[src/rtl/etc_lane_scheduler_pkg.sv]
// Shared types and default widths for the non-stop ETC lane core and its billing scheduler.
package etc_pkg;

    typedef enum logic [1:0] {
        ST_IDLE     = 2'd0,
        ST_ISSUE    = 2'd1,
        ST_WAIT_RSP = 2'd2,
        ST_GRANT    = 2'd3
    } etc_state_e;

    localparam int ETC_TIK_PER_MS  = 50000;
    localparam int ETC_WIDTH_SPEED = 14;
    localparam int ETC_WIDTH_MS    = 9;
    localparam int ETC_WIDTH_TIK   = 16;

endpackage

[src/rtl/etc_lane_scheduler_if.sv]
// Request/verdict port between the lane scheduler (master) and the billing engine (slave).
interface etc_lane_scheduler_if
    import etc_pkg::*;
#(
    parameter int NUM_LANES   = 4,
    parameter int WIDTH_SPEED = ETC_WIDTH_SPEED
);

    logic                         bill_req_valid;
    logic                         bill_req_ready;
    logic [$clog2(NUM_LANES)-1:0] bill_req_lane;
    logic [WIDTH_SPEED-1:0]       bill_req_speed;
    logic                         bill_rsp_valid;
    logic                         bill_rsp_ok;

    modport master (
        output bill_req_valid,
        output bill_req_lane,
        output bill_req_speed,
        input  bill_req_ready,
        input  bill_rsp_valid,
        input  bill_rsp_ok
    );

    modport slave (
        input  bill_req_valid,
        input  bill_req_lane,
        input  bill_req_speed,
        output bill_req_ready,
        output bill_rsp_valid,
        output bill_rsp_ok
    );

endinterface

[src/rtl/etc_lane_scheduler_rr_arbiter.sv]
// Combinational round-robin picker: first pending lane at or after ptr, wrapping.
module etc_rr_arbiter #(
    parameter int NUM_LANES = 4
) (
    input  logic [NUM_LANES-1:0]         pending,
    input  logic [$clog2(NUM_LANES)-1:0] ptr,
    output logic [$clog2(NUM_LANES)-1:0] idx,
    output logic                         any
);

    localparam int IDX_W = $clog2(NUM_LANES);

    // One spare bit so ptr + offset never overflows before the wrap.
    logic [IDX_W:0] cand;

    always_comb begin
        idx  = '0;
        any  = 1'b0;
        cand = '0;
        for (int off = 0; off < NUM_LANES; off++) begin
            cand = {1'b0, ptr} + (IDX_W + 1)'(off);
            if (cand >= (IDX_W + 1)'(NUM_LANES)) begin
                cand = cand - (IDX_W + 1)'(NUM_LANES);
            end
            if (!any && pending[cand[IDX_W-1:0]]) begin
                any = 1'b1;
                idx = cand[IDX_W-1:0];
            end
        end
    end

endmodule

[src/rtl/etc_lane_scheduler.sv]
// Shares one billing engine among NUM_LANES lane cores: captures done+speed, serves lanes
// round-robin, waits for the verdict with a ms timeout and drives barrier-open permission.
module etc_lane_scheduler
    import etc_pkg::*;
#(
    parameter int NUM_LANES   = 4,
    parameter int WIDTH_SPEED = ETC_WIDTH_SPEED,
    parameter int WIDTH_TIK   = ETC_WIDTH_TIK,
    parameter int TIK_PER_MS  = ETC_TIK_PER_MS,
    parameter int WIDTH_MS    = ETC_WIDTH_MS,
    parameter int TIMEOUT_MS  = 200,
    parameter int SPEED_LIMIT = 60
) (
    input  logic                             clk,
    input  logic                             reset_n,
    input  logic [NUM_LANES-1:0]             lane_done,
    input  logic [NUM_LANES*WIDTH_SPEED-1:0] lane_speed,
    input  logic [NUM_LANES-1:0]             lane_clear,
    etc_lane_scheduler_if.master             bill,
    output logic [NUM_LANES-1:0]             lane_open,
    output logic [NUM_LANES-1:0]             lane_ack,
    output logic                             timeout_err,
    output logic [NUM_LANES-1:0]             overrun
);

    localparam int IDX_W = $clog2(NUM_LANES);
    localparam logic [WIDTH_TIK-1:0]   TIK_LAST  = WIDTH_TIK'(TIK_PER_MS - 1);
    localparam logic [WIDTH_MS-1:0]    MS_LIMIT  = WIDTH_MS'(TIMEOUT_MS);
    localparam logic [WIDTH_SPEED-1:0] SPD_LIMIT = WIDTH_SPEED'(SPEED_LIMIT);

    logic [NUM_LANES-1:0]   done_prev_q;
    logic [NUM_LANES-1:0]   pending_q, pending_d;
    logic [NUM_LANES-1:0]   overrun_q, overrun_d;
    logic [NUM_LANES-1:0]   open_q, open_d;
    logic [WIDTH_SPEED-1:0] speed_q [NUM_LANES];

    logic [NUM_LANES-1:0]   done_rise;
    logic [NUM_LANES-1:0]   grant_clr;
    logic [NUM_LANES-1:0]   open_set;
    logic                   speed_ok;

    etc_state_e             state_q;
    logic [IDX_W-1:0]       lane_q;
    logic [IDX_W-1:0]       ptr_q;
    logic                   req_valid_q;
    logic [WIDTH_SPEED-1:0] req_speed_q;
    logic [WIDTH_TIK-1:0]   tik_q;
    logic [WIDTH_MS-1:0]    ms_q;
    logic                   ok_q;
    logic [NUM_LANES-1:0]   ack_q;
    logic                   timeout_q;

    logic [IDX_W-1:0]       arb_idx;
    logic                   arb_any;

    etc_rr_arbiter #(
        .NUM_LANES (NUM_LANES)
    ) u_arb (
        .pending (pending_q),
        .ptr     (ptr_q),
        .idx     (arb_idx),
        .any     (arb_any)
    );

    // Verdict applies to the speed actually sent to billing, not a later overwrite.
    assign speed_ok = (req_speed_q <= SPD_LIMIT);

    always_comb begin
        done_rise = lane_done & ~done_prev_q;
        grant_clr = '0;
        open_set  = '0;
        if (state_q == ST_GRANT) begin
            grant_clr[lane_q] = 1'b1;
            if (ok_q && speed_ok) begin
                open_set[lane_q] = 1'b1;
            end
        end
        // A fresh done edge beats the grant clear; it is a new vehicle, not an overrun.
        pending_d = (pending_q & ~grant_clr) | done_rise;
        overrun_d = overrun_q | (done_rise & pending_q & ~grant_clr);
        open_d    = (open_q & ~lane_clear) | open_set;
    end

    always_ff @(posedge clk or negedge reset_n) begin
        if (!reset_n) begin
            done_prev_q <= '0;
            pending_q   <= '0;
            overrun_q   <= '0;
            open_q      <= '0;
            for (int i = 0; i < NUM_LANES; i++) begin
                speed_q[i] <= '0;
            end
        end else begin
            done_prev_q <= lane_done;
            pending_q   <= pending_d;
            overrun_q   <= overrun_d;
            open_q      <= open_d;
            for (int i = 0; i < NUM_LANES; i++) begin
                if (done_rise[i]) begin
                    speed_q[i] <= lane_speed[i*WIDTH_SPEED +: WIDTH_SPEED];
                end
            end
        end
    end

    always_ff @(posedge clk or negedge reset_n) begin
        if (!reset_n) begin
            state_q     <= ST_IDLE;
            lane_q      <= '0;
            ptr_q       <= '0;
            req_valid_q <= 1'b0;
            req_speed_q <= '0;
            tik_q       <= '0;
            ms_q        <= '0;
            ok_q        <= 1'b0;
            ack_q       <= '0;
            timeout_q   <= 1'b0;
        end else begin
            ack_q     <= '0;
            timeout_q <= 1'b0;
            case (state_q)
                ST_IDLE: begin
                    if (arb_any) begin
                        lane_q      <= arb_idx;
                        req_speed_q <= speed_q[arb_idx];
                        req_valid_q <= 1'b1;
                        state_q     <= ST_ISSUE;
                    end
                end
                ST_ISSUE: begin
                    if (bill.bill_req_ready) begin
                        req_valid_q <= 1'b0;
                        tik_q       <= '0;
                        ms_q        <= '0;
                        state_q     <= ST_WAIT_RSP;
                    end
                end
                ST_WAIT_RSP: begin
                    if (tik_q == TIK_LAST) begin
                        tik_q <= '0;
                        ms_q  <= ms_q + 1'b1;
                    end else begin
                        tik_q <= tik_q + 1'b1;
                    end
                    // A verdict arriving on the timeout cycle still counts.
                    if (bill.bill_rsp_valid) begin
                        ok_q          <= bill.bill_rsp_ok;
                        ack_q[lane_q] <= 1'b1;
                        state_q       <= ST_GRANT;
                    end else if (ms_q == MS_LIMIT) begin
                        ok_q          <= 1'b0;
                        ack_q[lane_q] <= 1'b1;
                        timeout_q     <= 1'b1;
                        state_q       <= ST_GRANT;
                    end
                end
                ST_GRANT: begin
                    ptr_q   <= (lane_q == IDX_W'(NUM_LANES - 1)) ? '0 : lane_q + 1'b1;
                    state_q <= ST_IDLE;
                end
                default: state_q <= ST_IDLE;
            endcase
        end
    end

    assign bill.bill_req_valid = req_valid_q;
    assign bill.bill_req_lane  = lane_q;
    assign bill.bill_req_speed = req_speed_q;
    assign lane_open           = open_q;
    assign lane_ack            = ack_q;
    assign timeout_err         = timeout_q;
    assign overrun             = overrun_q;

endmodule

[src/flat_wrapper.sv]
// flat-port wrapper written by rule: the top's interface ports become plain ports
module etc_lane_scheduler_flat import etc_pkg::*;
#(
    parameter int NUM_LANES   = 4,
    parameter int WIDTH_SPEED = ETC_WIDTH_SPEED,
    parameter int WIDTH_TIK   = ETC_WIDTH_TIK,
    parameter int TIK_PER_MS  = ETC_TIK_PER_MS,
    parameter int WIDTH_MS    = ETC_WIDTH_MS,
    parameter int TIMEOUT_MS  = 200,
    parameter int SPEED_LIMIT = 60
)
  (clk, reset_n, lane_done, lane_speed, lane_clear, lane_open, lane_ack, timeout_err, overrun, bill_bill_req_valid, bill_bill_req_lane, bill_bill_req_speed, bill_bill_req_ready, bill_bill_rsp_valid, bill_bill_rsp_ok);
  etc_lane_scheduler_if #(.NUM_LANES(NUM_LANES), .WIDTH_SPEED(WIDTH_SPEED)) bill_i ();
  input  logic clk;
  input  logic reset_n;
  input  logic [NUM_LANES-1:0] lane_done;
  input  logic [NUM_LANES*WIDTH_SPEED-1:0] lane_speed;
  input  logic [NUM_LANES-1:0] lane_clear;
  output logic [NUM_LANES-1:0] lane_open;
  output logic [NUM_LANES-1:0] lane_ack;
  output logic timeout_err;
  output logic [NUM_LANES-1:0] overrun;
  output wire logic [$bits(bill_i.bill_req_valid)-1:0] bill_bill_req_valid;
  output wire logic [$bits(bill_i.bill_req_lane)-1:0] bill_bill_req_lane;
  output wire logic [$bits(bill_i.bill_req_speed)-1:0] bill_bill_req_speed;
  input wire logic [$bits(bill_i.bill_req_ready)-1:0] bill_bill_req_ready;
  input wire logic [$bits(bill_i.bill_rsp_valid)-1:0] bill_bill_rsp_valid;
  input wire logic [$bits(bill_i.bill_rsp_ok)-1:0] bill_bill_rsp_ok;
  assign bill_bill_req_valid = bill_i.bill_req_valid;
  assign bill_bill_req_lane = bill_i.bill_req_lane;
  assign bill_bill_req_speed = bill_i.bill_req_speed;
  assign bill_i.bill_req_ready = bill_bill_req_ready;
  assign bill_i.bill_rsp_valid = bill_bill_rsp_valid;
  assign bill_i.bill_rsp_ok = bill_bill_rsp_ok;
  etc_lane_scheduler #(.NUM_LANES(NUM_LANES), .WIDTH_SPEED(WIDTH_SPEED), .WIDTH_TIK(WIDTH_TIK), .TIK_PER_MS(TIK_PER_MS), .WIDTH_MS(WIDTH_MS), .TIMEOUT_MS(TIMEOUT_MS), .SPEED_LIMIT(SPEED_LIMIT)) u_core (.clk(clk), .reset_n(reset_n), .lane_done(lane_done), .lane_speed(lane_speed), .lane_clear(lane_clear), .bill(bill_i), .lane_open(lane_open), .lane_ack(lane_ack), .timeout_err(timeout_err), .overrun(overrun));
endmodule
[config.mk]
export PLATFORM = sky130hd
export DESIGN_NAME = etc_lane_scheduler_flat
export DESIGN_NICKNAME = d
export VERILOG_FILES = /design/src/rtl/etc_lane_scheduler_pkg.sv /design/src/rtl/etc_lane_scheduler_if.sv /design/src/rtl/etc_lane_scheduler_rr_arbiter.sv /design/src/rtl/etc_lane_scheduler.sv /design/src/flat_wrapper.sv
export SDC_FILE = /design/constraint.sdc
export NUM_CORES = 1
export LEC_CHECK = 0
export BUFFER_PORTS_ARGS = -buffer_cell sky130_fd_sc_hd__buf_2
export CORE_UTILIZATION = 56
export DETAILED_ROUTE_END_ITERATION = 7
export HOLD_SLACK_MARGIN = 0.06
export PLACE_DENSITY = 0.83
export SYNTH_ARGS = -nofsm -noshare
export SYNTH_HDL_FRONTEND = slang
export SYNTH_HIERARCHICAL = 1
export SYNTH_SLANG_ARGS = --single-unit
[constraint.sdc]
create_clock -name clk -period 3 [get_ports clk]
set_clock_uncertainty 0.15 [all_clocks]
set_input_delay 0.45 -clock clk [delete_from_list [all_inputs] [get_ports clk]]
set_output_delay 0.45 -clock clk [all_outputs]
set_load 0.01 [all_outputs]
## Word level (Yosys, flattened, before mapping)

Index checks and enable logic that the tools add are counted.

| word-level totals | value |
|---|---|
| input port bits | 69 |
| memories kept | 0 |
| flip-flop bits (word level) | 124 |
| bits in latches | 0 |
| output and inout port bits | 30 |
| bits in read-only memories | 0 |
| RAM bits | 0 |

| operators by class | value |
|---|---|
| multiplexer cells | 51 |
| bitwise gates (word level) | 12 |
| magnitude comparators | 12 |
| reduce and logical (&&, ||, !) cells | 18 |
| div/mod/pow operators | 0 |
| shifts and indexed selects | 0 |
| equal/unequal tests | 10 |
| multiply operators | 0 |
| add/subtract/negate cells | 10 |

Operators by type and width:

| kind | count |
|---|---|
| 16-bit two-way mux | 2 |
| 16-bit one-hot mux with 2 select lines | 1 |
| 14-bit binary-select mux with 2-bit select | 1 |
| 14-bit two-way mux | 2 |
| 2-bit two-way mux | 13 |
| 4-bit two-way mux | 6 |
| 4-bit AND | 5 |
| 9-bit two-way mux | 2 |
| 9-bit one-hot mux with 2 select lines | 1 |
| 16-bit by 1-bit adder with 16-bit output, second input constant | 1 |
| 16-bit == test, second input constant | 1 |
| 1-bit two-way mux | 16 |
| 2-bit by 3-bit less-than comparator with 1-bit output, second input constant | 5 |
| 14-bit by 6-bit <= comparator with 1-bit output, second input constant | 1 |
| 3-bit greater-or-equal comparator, second input constant | 4 |
| 4-bit inverter | 3 |
| 4-bit OR | 3 |
| 9-bit by 1-bit adder with 9-bit output, second input constant | 1 |
| 9-bit by 8-bit == test with 1-bit output, second input constant | 1 |
| 3-bit AND reduction | 3 |
| 1-bit binary-select mux with 2-bit select | 4 |
| 2-bit one-hot mux with 4 select lines | 1 |
| 2-bit by 1-bit subtractor with 2-bit output, second input constant | 4 |
| 2-bit by 2-bit adder with 3-bit output, second input constant | 2 |
| other kinds (17) | 30 |

## Depth between registers and ports, before layout

Gate-level depths: netlist (run 1).

| depth | value |
|---|---|
| word-level depth | 18 |
| depth in mapped cells | 8 |
| gate-level depth less buffers | 6 |

## Hierarchy

The synthesis (run 1) kept the hierarchy.

Modules (own cells, without submodules):

| module | cells an instance | times used | area each (µm²) |
|---|---|---|---|
| etc_lane_scheduler | 429 | 1 | 5616.6 |
| etc_rr_arbiter | 15 | 1 | 77.6 |

## Worst setup path before layout (run 1)

OpenSTA, ideal clock, no wires.

| path | value |
|---|---|
| kind | flip-flop to flip-flop |
| from | reg u_core.pending_q[1] |
| to | reg u_core.req_speed_q[5], in the netlist u_core/bill.bill_req_speed[5] |
| library setup time | 0.125 ns |
| required time | 2.725 ns |
| clock period less this slack | 2.604 ns |
| path buffers | 2 |
| stages on the path, launching flop included | 8 |
| arrival time | 2.329 ns |
| setup slack | 0.396 ns |
| cells stage by stage | dfrtp_1 -> inv_1 -> a221o_1 -> a21oi_1 -> clkbuf_1 -> buf_2 -> mux4_2 -> mux2_2 |

| between the ends | value |
|---|---|
| longest elaborated chain between the ends | 16 |
| elaborated cells on any way between the ends | 27 |

Ends and longest elaborated chain:

| item | RTL line | RTL |
|---|---|---|
| start: declaration | etc_lane_scheduler.sv:32 | `logic [NUM_LANES-1:0] pending_q, pending_d;` |
| start signal: assignment | etc_lane_scheduler.sv:95 | `pending_q <= pending_d;` |
| 1-bit binary-select mux with 2-bit select | etc_lane_scheduler_rr_arbiter.sv:25 | `if (!any && pending[cand[IDX_W-1:0]]) begin` |
| 1-bit two-way mux (implied by the code) | etc_lane_scheduler_rr_arbiter.sv:25 |  |
| 1-bit two-way mux | etc_lane_scheduler_rr_arbiter.sv:25 |  |
| 1-bit zero test | etc_lane_scheduler_rr_arbiter.sv:25 |  |
| 1-bit logical AND | etc_lane_scheduler_rr_arbiter.sv:25 |  |
| 1-bit two-way mux | etc_lane_scheduler_rr_arbiter.sv:25 |  |
| 1-bit zero test | etc_lane_scheduler_rr_arbiter.sv:25 |  |
| 1-bit logical AND | etc_lane_scheduler_rr_arbiter.sv:25 |  |
| 1-bit two-way mux | etc_lane_scheduler_rr_arbiter.sv:25 |  |
| 1-bit zero test | etc_lane_scheduler_rr_arbiter.sv:25 |  |
| 1-bit logical AND | etc_lane_scheduler_rr_arbiter.sv:25 |  |
| 2-bit two-way mux * | etc_lane_scheduler_rr_arbiter.sv:25 |  |
| net u_core.arb_idx[0] | etc_lane_scheduler.sv:53 | `logic [IDX_W-1:0] arb_idx;` |
| 2-bit inverter with 3-bit output (implied by the code) * | etc_lane_scheduler.sv:125 | `req_speed_q <= speed_q[arb_idx];` |
| 14-bit binary-select mux with 2-bit select * | etc_lane_scheduler.sv:125 |  |
| 14-bit two-way mux (implied by the code) * (2 in a row) | etc_lane_scheduler.sv:125 |  |
| end signal: assignment | etc_lane_scheduler.sv:125 |  |
| end: declaration | etc_lane_scheduler.sv:46 | `logic [WIDTH_SPEED-1:0] req_speed_q;` |

The timed path passes the listed nets; every way through them passes the cells marked *. The select of a mux whose other input is x is not followed.
A chain may end at the register's enable or synchronous reset.

## Worst setup path in the final report (run 1)

| path | value |
|---|---|
| from | reg u_core.pending_q[1] |
| to | reg u_core.req_speed_q[3], in the netlist u_core/bill.bill_req_speed[3] |

The elaborated chain is that of the path after synthesis.

==> impl_metrics.env, run 1 <==
export IMPL_hold_class="in2reg"
export IMPL_wl_per_cell_um=21.55
export IMPL_end_kind="flip-flop"
export IMPL_core_um2=9819
export IMPL_ys_flop_type="dfrtp_1"
export IMPL_utilization=0.7745
export IMPL_cts_inserted_buffers=17
export IMPL_io_pins=99
export IMPL_vias_per_cell=5.961
export IMPL_cts_sinks=124
export IMPL_post_route_min_period_ps=2552
export IMPL_critPathKind="reg2reg"
export IMPL_grt_pass1_vias=4698
export IMPL_clkPwrFrac=0.304
export IMPL_place_congestion=0.8128
export IMPL_die_y_um=102.8
export IMPL_seq_area_frac_synth=0.5449
export IMPL_dieArea_um2=10580
export IMPL_ir_drop_uv=724.1
export IMPL_diodes=0
export IMPL_syn_area_per_cell_um2=12.82
export IMPL_relSlewSlack=0.4725
export IMPL_power_density_nw_per_um2=878.6
export IMPL_initial_core_util=0.5799
export IMPL_clock_path_buffers=2
export IMPL_fmax_ghz=0.3919
export IMPL_power_frac_comb=0.341
export IMPL_post_place_cells=664
export IMPL_ctsHoldBuffers=65
export IMPL_status="completed"
export IMPL_dr_pass1_iters=5
export IMPL_critPathLaunchType="flip-flop"
export IMPL_finalNetCount=695
export IMPL_synthArstFlopShare=1.000
export IMPL_drt_iter0_markers=316
export IMPL_grt_overflow_total=0
export IMPL_power_mw=6.682
export IMPL_switching_power_mw=2.323
export IMPL_slew_viol_final=0
export IMPL_numPortBuffers=98
export IMPL_finalHoldViolations=0
export IMPL_post_route_drc_count=0
export IMPL_h_tree_depth=4
export IMPL_antenna_found_initial=0
export IMPL_insertion_delay_ps=510
export IMPL_die_w_um=102.8
export IMPL_grt_first_pass_wirelength_um=25350
export IMPL_seq_power_share=0.355
export IMPL_syn2layout_area_growth_pct=33.55
export IMPL_fin_crit_sh=0.8506
export IMPL_whs_ps=88.01
export IMPL_grt_max_degree=53
export IMPL_syn_area_um2=5694
export IMPL_maxCapViolCount=0
export IMPL_setup_tns_ps=0
export IMPL_holdPathStages=3
export IMPL_synth_seq_cells=124
export IMPL_swShare=0.3477
export IMPL_rr_worst_depth=6
export IMPL_finalWirelength_um=16400
export IMPL_hpwl_um=8799
export IMPL_crit_fanout=15
export IMPL_post_cts_buffers=0
export IMPL_ant_nets=0
export IMPL_synth_edf_count=0
export IMPL_cts_resized_gates=0
export IMPL_critPathArrivalTime_ps=2800
export IMPL_cts_tree="yes"
export IMPL_ys_types=52
export IMPL_rows=36
export IMPL_clk_pin_slew_ps=60
export IMPL_rsz0062_at_grt="no"
export IMPL_p_leak_nw=3.365
export IMPL_final_cells=761
export IMPL_drive_gt1_frac=0.3869
export IMPL_worstMarginPinSlew_ps=788.3
export IMPL_synthCells=444
export IMPL_crit_required_ps=3250
export IMPL_grt_usage=0.3381
export IMPL_ys_warn_count=6
export IMPL_syn_nets=524
export IMPL_finalSetupViolations=0
export IMPL_root_buffer="clkbuf_8"
export IMPL_p_int_mw=4.359
export IMPL_vias=4536
## power by group through the flow
stage	clock network (mW)	registers, mW	logic [mW]
floorplan	0	2.31	1.43
detailed placement	0	2.34	2.06
global route	2.13	2.40	2.43
finish	2.03	2.37	2.28
global placement	0	2.31	1.98
CTS	2.05	2.33	2.19
## layout by cell type (no fill, tap or decap), types with 3 or more instances in the layout
cell / n
mux4_2: 14
mux2_2: 75
nand3_1: 10
a21oi_1: 10
or4_1: 4
buf_4: 11
a22o_1: 4
ha_1: 11
clkinv_4: 3
nor2b_1: 5
nand2_1: 26
nor3_1: 9
or3_1: 4
nand4_1: 7
a21o_1: 4
inv_6: 5
inv_1: 20
xor2_1: 3
clkbuf_16: 16
a31o_2: 4
and2_1: 4
o21ai_0: 15
nor4_1: 4
dlygate4sd3_1: 65
nand2b_1: 3
nor2_1: 14
buf_2: 97
o211ai_1: 4
dfrtp_1: 124
mux2i_1: 4
a221o_1: 5
## worst max-delay path: stages (launching register included)
cell and delay, ps:
dfrtp_1 430, inv_1 110, a221o_1 390, a21oi_2 140, buf_4 310, mux4_2 590, mux2_2 300
## final cells by class
cell class,instances,area (µm²)
flip-flops and latches,124,3103
multi-input cells,276,2427
fillers,576,2215
repair buffers,174,1239
clock buffers,18,427.9
well taps,133,166.4
clock inverters,14,158.9
inverters,22,82.58
## cells by family after synthesis
family / after synthesis / synth area share
mux: 94 / 0.2127
xor+xnor: 5 / 0.007692
flops: 124 / 0.5449
fa+ha+maj: 11 / 0.02417
simple gates: 105 / 0.1022
compound gates: 61 / 0.07889
buf+inv: 44 / 0.02944
## state kept, by name (all words and copies together) (netlist names), 4 cells and up
| signal | cells |
|---|---|
| u_core/bill.bill_req_speed | 14 |
| u_core/done_prev_q | 4 |
| u_core/lane_ack | 4 |
| u_core/lane_open | 4 |
| u_core/ms_q | 9 |
| u_core/overrun | 4 |
| u_core/pending_q | 4 |
| u_core/speed_q | 56 |
| u_core/tik_q | 16 |
## synthesized netlist by cell type, types with 3 or more instances
library cell | instances | area, µm²
a21o_1 | 4 | 30.03
a21oi_1 | 11 | 55.05
a221o_1 | 5 | 50.05
a22o_1 | 4 | 35.03
a31o_2 | 4 | 35.03
and2_1 | 4 | 25.02
clkbuf_1 | 18 | 67.56
dfrtp_1 | 124 | 3103
ha_1 | 11 | 137.6
inv_1 | 20 | 75.07
mux2_2 | 75 | 844.6
mux2i_1 | 4 | 40.04
mux4_2 | 14 | 315.3
nand2_1 | 26 | 97.59
nand2b_1 | 3 | 18.77
nand3_1 | 10 | 50.05
nand4_1 | 7 | 43.79
nor2_1 | 14 | 52.55
nor2b_1 | 5 | 31.28
nor3_1 | 9 | 45.04
nor4_1 | 4 | 25.02
o211ai_1 | 4 | 30.03
o21ai_0 | 15 | 75.07
or3_1 | 4 | 25.02
or4_1 | 4 | 30.03
xor2_1 | 3 | 26.28
## per-stage QoR
step | area (µm²) | setup WS, ps
finish | 7605 | 448.3
global route | 7605 | 335.5
CTS | 7605 | 521.1
detailed placement | 6367 | 538.1
global placement | 6367 | 603.6
floorplan | 5694 | 395.8
## routing by layer
layer  vias to the layer above  part of all wire  track usage  routed length (µm)
met5                         -                 0            0                   0
met4                         0             0.039       0.1733                 635
met3                        51             0.069      0.07525                1139
met2                       251              0.52       0.5744                8549
met1                      2257              0.37       0.4071                6072
li1                       1977                 -            -                   -
## path summary, 6_finish.rpt
| check | from | end | slack, ps |
|---|---|---|---|
| worst max-delay path | u_core/pending_q[1] | u_core/bill.bill_req_speed[3] | 450 |
| worst max register to register | u_core/pending_q[1] | u_core/bill.bill_req_speed[3] | 450 |
| min in group asynchronous | reset_n | u_core/tik_q[9] | 370 |
| worst min-delay path | lane_clear[0] | u_core/lane_open[0] | 90 |
| max in group asynchronous | reset_n | u_core/bill.bill_req_lane[0] | 1540 |
| worst min register to register | u_core/overrun[0] | u_core/overrun[0] | 330 |
Note: power is estimated with default switching activity, not from simulation.
==> run 2: changes to the inputs <==
CORE_UTILIZATION = 60   (was 56)
PLACE_DENSITY = 0.88   (was 0.83)
clock period = 3.1 ns   (was 3 ns; I/O delays follow)
==> run 2 against run 1 <==
Compared with the run above:
- final area decreased by 0.79%
- flip-flop and latch count unchanged
- hold slack better by 14 ps
- count of clock-buffer cells in the layout rose by 1
- wire length increased by 0.98%
- sequential power down 3%
- utilization increased by 4.6 points
- clock power is 5% lower
- critical path depth did not move
- total power down 4.1%
- register-to-register slack better by 80 ps
==> impl_metrics.env, run 2 (synthesis gave the netlist of run 1 again) <==
export IMPL_finalHoldViolations=0
export IMPL_whs_ps=102.3
export IMPL_initial_core_util=0.6192
export IMPL_wl_per_cell_um=22.50
export IMPL_grt_max_degree=62
export IMPL_clock_path_buffers=2
export IMPL_drive_gt1_frac=0.3904
export IMPL_largest_register="u_core/speed_q"
export IMPL_maxCapViolCount=0
export IMPL_ir_drop_uv=756.0
export IMPL_cts_sinks=124
export IMPL_final_common_cell="dfrtp_1"
export IMPL_antenna_found_initial=0
export IMPL_largest_reg_flops=56
export IMPL_vias=4566
export IMPL_diodes=0
export IMPL_setup_tns_ps=0
export IMPL_fmax_ghz=0.3883
export IMPL_drt_iter0_markers=339
export IMPL_io_pins=99
export IMPL_final_cell_mix="dfrtp_1, buf_2, mux2_2, dlygate4sd3_1, nand2_1"
export IMPL_fin_crit_sh=0.8307
export IMPL_status="completed"
export IMPL_die_w_um=99.42
export IMPL_clkPwrFrac=0.300
export IMPL_grt_usage=0.3683
export IMPL_critPathArrivalTime_ps=2820
export IMPL_critPathLaunchType="flip-flop"
export IMPL_place_congestion=0.8599
export IMPL_slew_viol_final=0
export IMPL_core_um2=9196
export IMPL_vias_per_cell=6.204
export IMPL_dieArea_um2=9884
export IMPL_end_kind="flip-flop"
export IMPL_relSlewSlack=0.3917
export IMPL_switching_power_mw=2.213
export IMPL_hold_class="in2reg"
export IMPL_dr_pass1_iters=5
export IMPL_crit_fanout=15
export IMPL_numPortBuffers=98
export IMPL_finalSetupViolations=0
export IMPL_post_cts_buffers=0
export IMPL_crit_required_ps=3350
export IMPL_power_density_nw_per_um2=849.1
export IMPL_grt_pass1_vias=4874
export IMPL_die_y_um=99.42
export IMPL_grt_first_pass_wirelength_um=26460
export IMPL_p_leak_nw=3.341
export IMPL_h_tree_depth=4
export IMPL_seq_power_share=0.357
export IMPL_post_route_drc_count=0
export IMPL_critPathKind="reg2reg"
export IMPL_finalNetCount=692
export IMPL_cts_tree="yes"
export IMPL_post_route_min_period_ps=2575
export IMPL_power_frac_comb=0.342
export IMPL_swShare=0.3455
export IMPL_worstMarginPinSlew_ps=908.4
export IMPL_insertion_delay_ps=520
export IMPL_cts_inserted_buffers=17
export IMPL_hpwl_um=8906
export IMPL_root_buffer="clkbuf_8"
export IMPL_syn2layout_area_growth_pct=32.50
export IMPL_clk_pin_slew_ps=60
export IMPL_rows=35
export IMPL_rsz0062_at_grt="no"
export IMPL_finalWirelength_um=16560
export IMPL_grt_overflow_total=0
export IMPL_ant_nets=0
export IMPL_p_int_mw=4.193
[run 2: power by group through the flow]
stage,Sequential (mW),Combinational [mW],Clock (mW)
2_1_floorplan,2.23,1.39,0
3_3_place_gp,2.23,1.91,0
3_5_place_dp,2.26,2.00,0
4_1_cts,2.25,2.11,1.94
5_1_grt,2.32,2.33,2.02
6_report,2.29,2.19,1.92
[run 2: final timing paths]
path	start	slack (ps)	endpoint	depth (start not counted)
min in group asynchronous	reset_n	320	u_core/tik_q[9]	2
setup / recovery	u_core/pending_q[1]	520	u_core/bill.bill_req_speed[12]	6
setup reg to reg	u_core/pending_q[1]	520	u_core/bill.bill_req_speed[12]	6
max in group asynchronous	reset_n	1740	u_core/bill.bill_req_lane[1]	3
hold reg to reg	u_core/lane_open[2]	350	u_core/lane_open[2]	1
hold / removal	lane_clear[2]	100	u_core/lane_open[2]	3
[run 2: worst max-delay path, cell delays in order (launching register included)]
cell,delay (ps)
dfrtp_1,430
inv_1,120
a221o_1,400
a21oi_2,150
buf_4,320
mux4_2,590
mux2_2,290
[run 2: final cells by class]
cell class              count  area, µm²
flip-flops and latches    124       3103
multi-input cells         276       2436
fillers                   474       1652
repair buffers            171       1211
clock buffers              19      431.7
clock inverters            13      141.4
well taps                 111      138.9
inverters                  22      82.58
[run 2: repair_timing]
| action | CTS | global route |
|---|---|---|
| hold endpoints to repair | 100 | 0 |
| endpoints found under the setup margin | 0 | 0 |
| gates resized for setup | 0 | 0 |
| hold buffers | 63 | 0 |
[run 2: layer usage]
metal	share of wire	routed length [µm]	track usage
met1	0.37	6208	0.4321
met2	0.52	8686	0.6357
met3	0.063	1050	0.09698
met4	0.037	612	0.1719
met5	0	0	0
[run 2: through the flow]
stage                 util  total power, mW  setup slack [ps]  instances  instance area [µm²]
finish              0.8204            6.406             525.0        736                 7545
detailed placement  0.6895            4.263             651.8        641                 6341
floorplan                -            3.618             495.8        444                 5694
CTS                 0.8204            6.290             598.3        736                 7545
global route        0.8204            6.666             431.4        736                 7545
global placement    0.6895            4.140             704.4        641                 6341
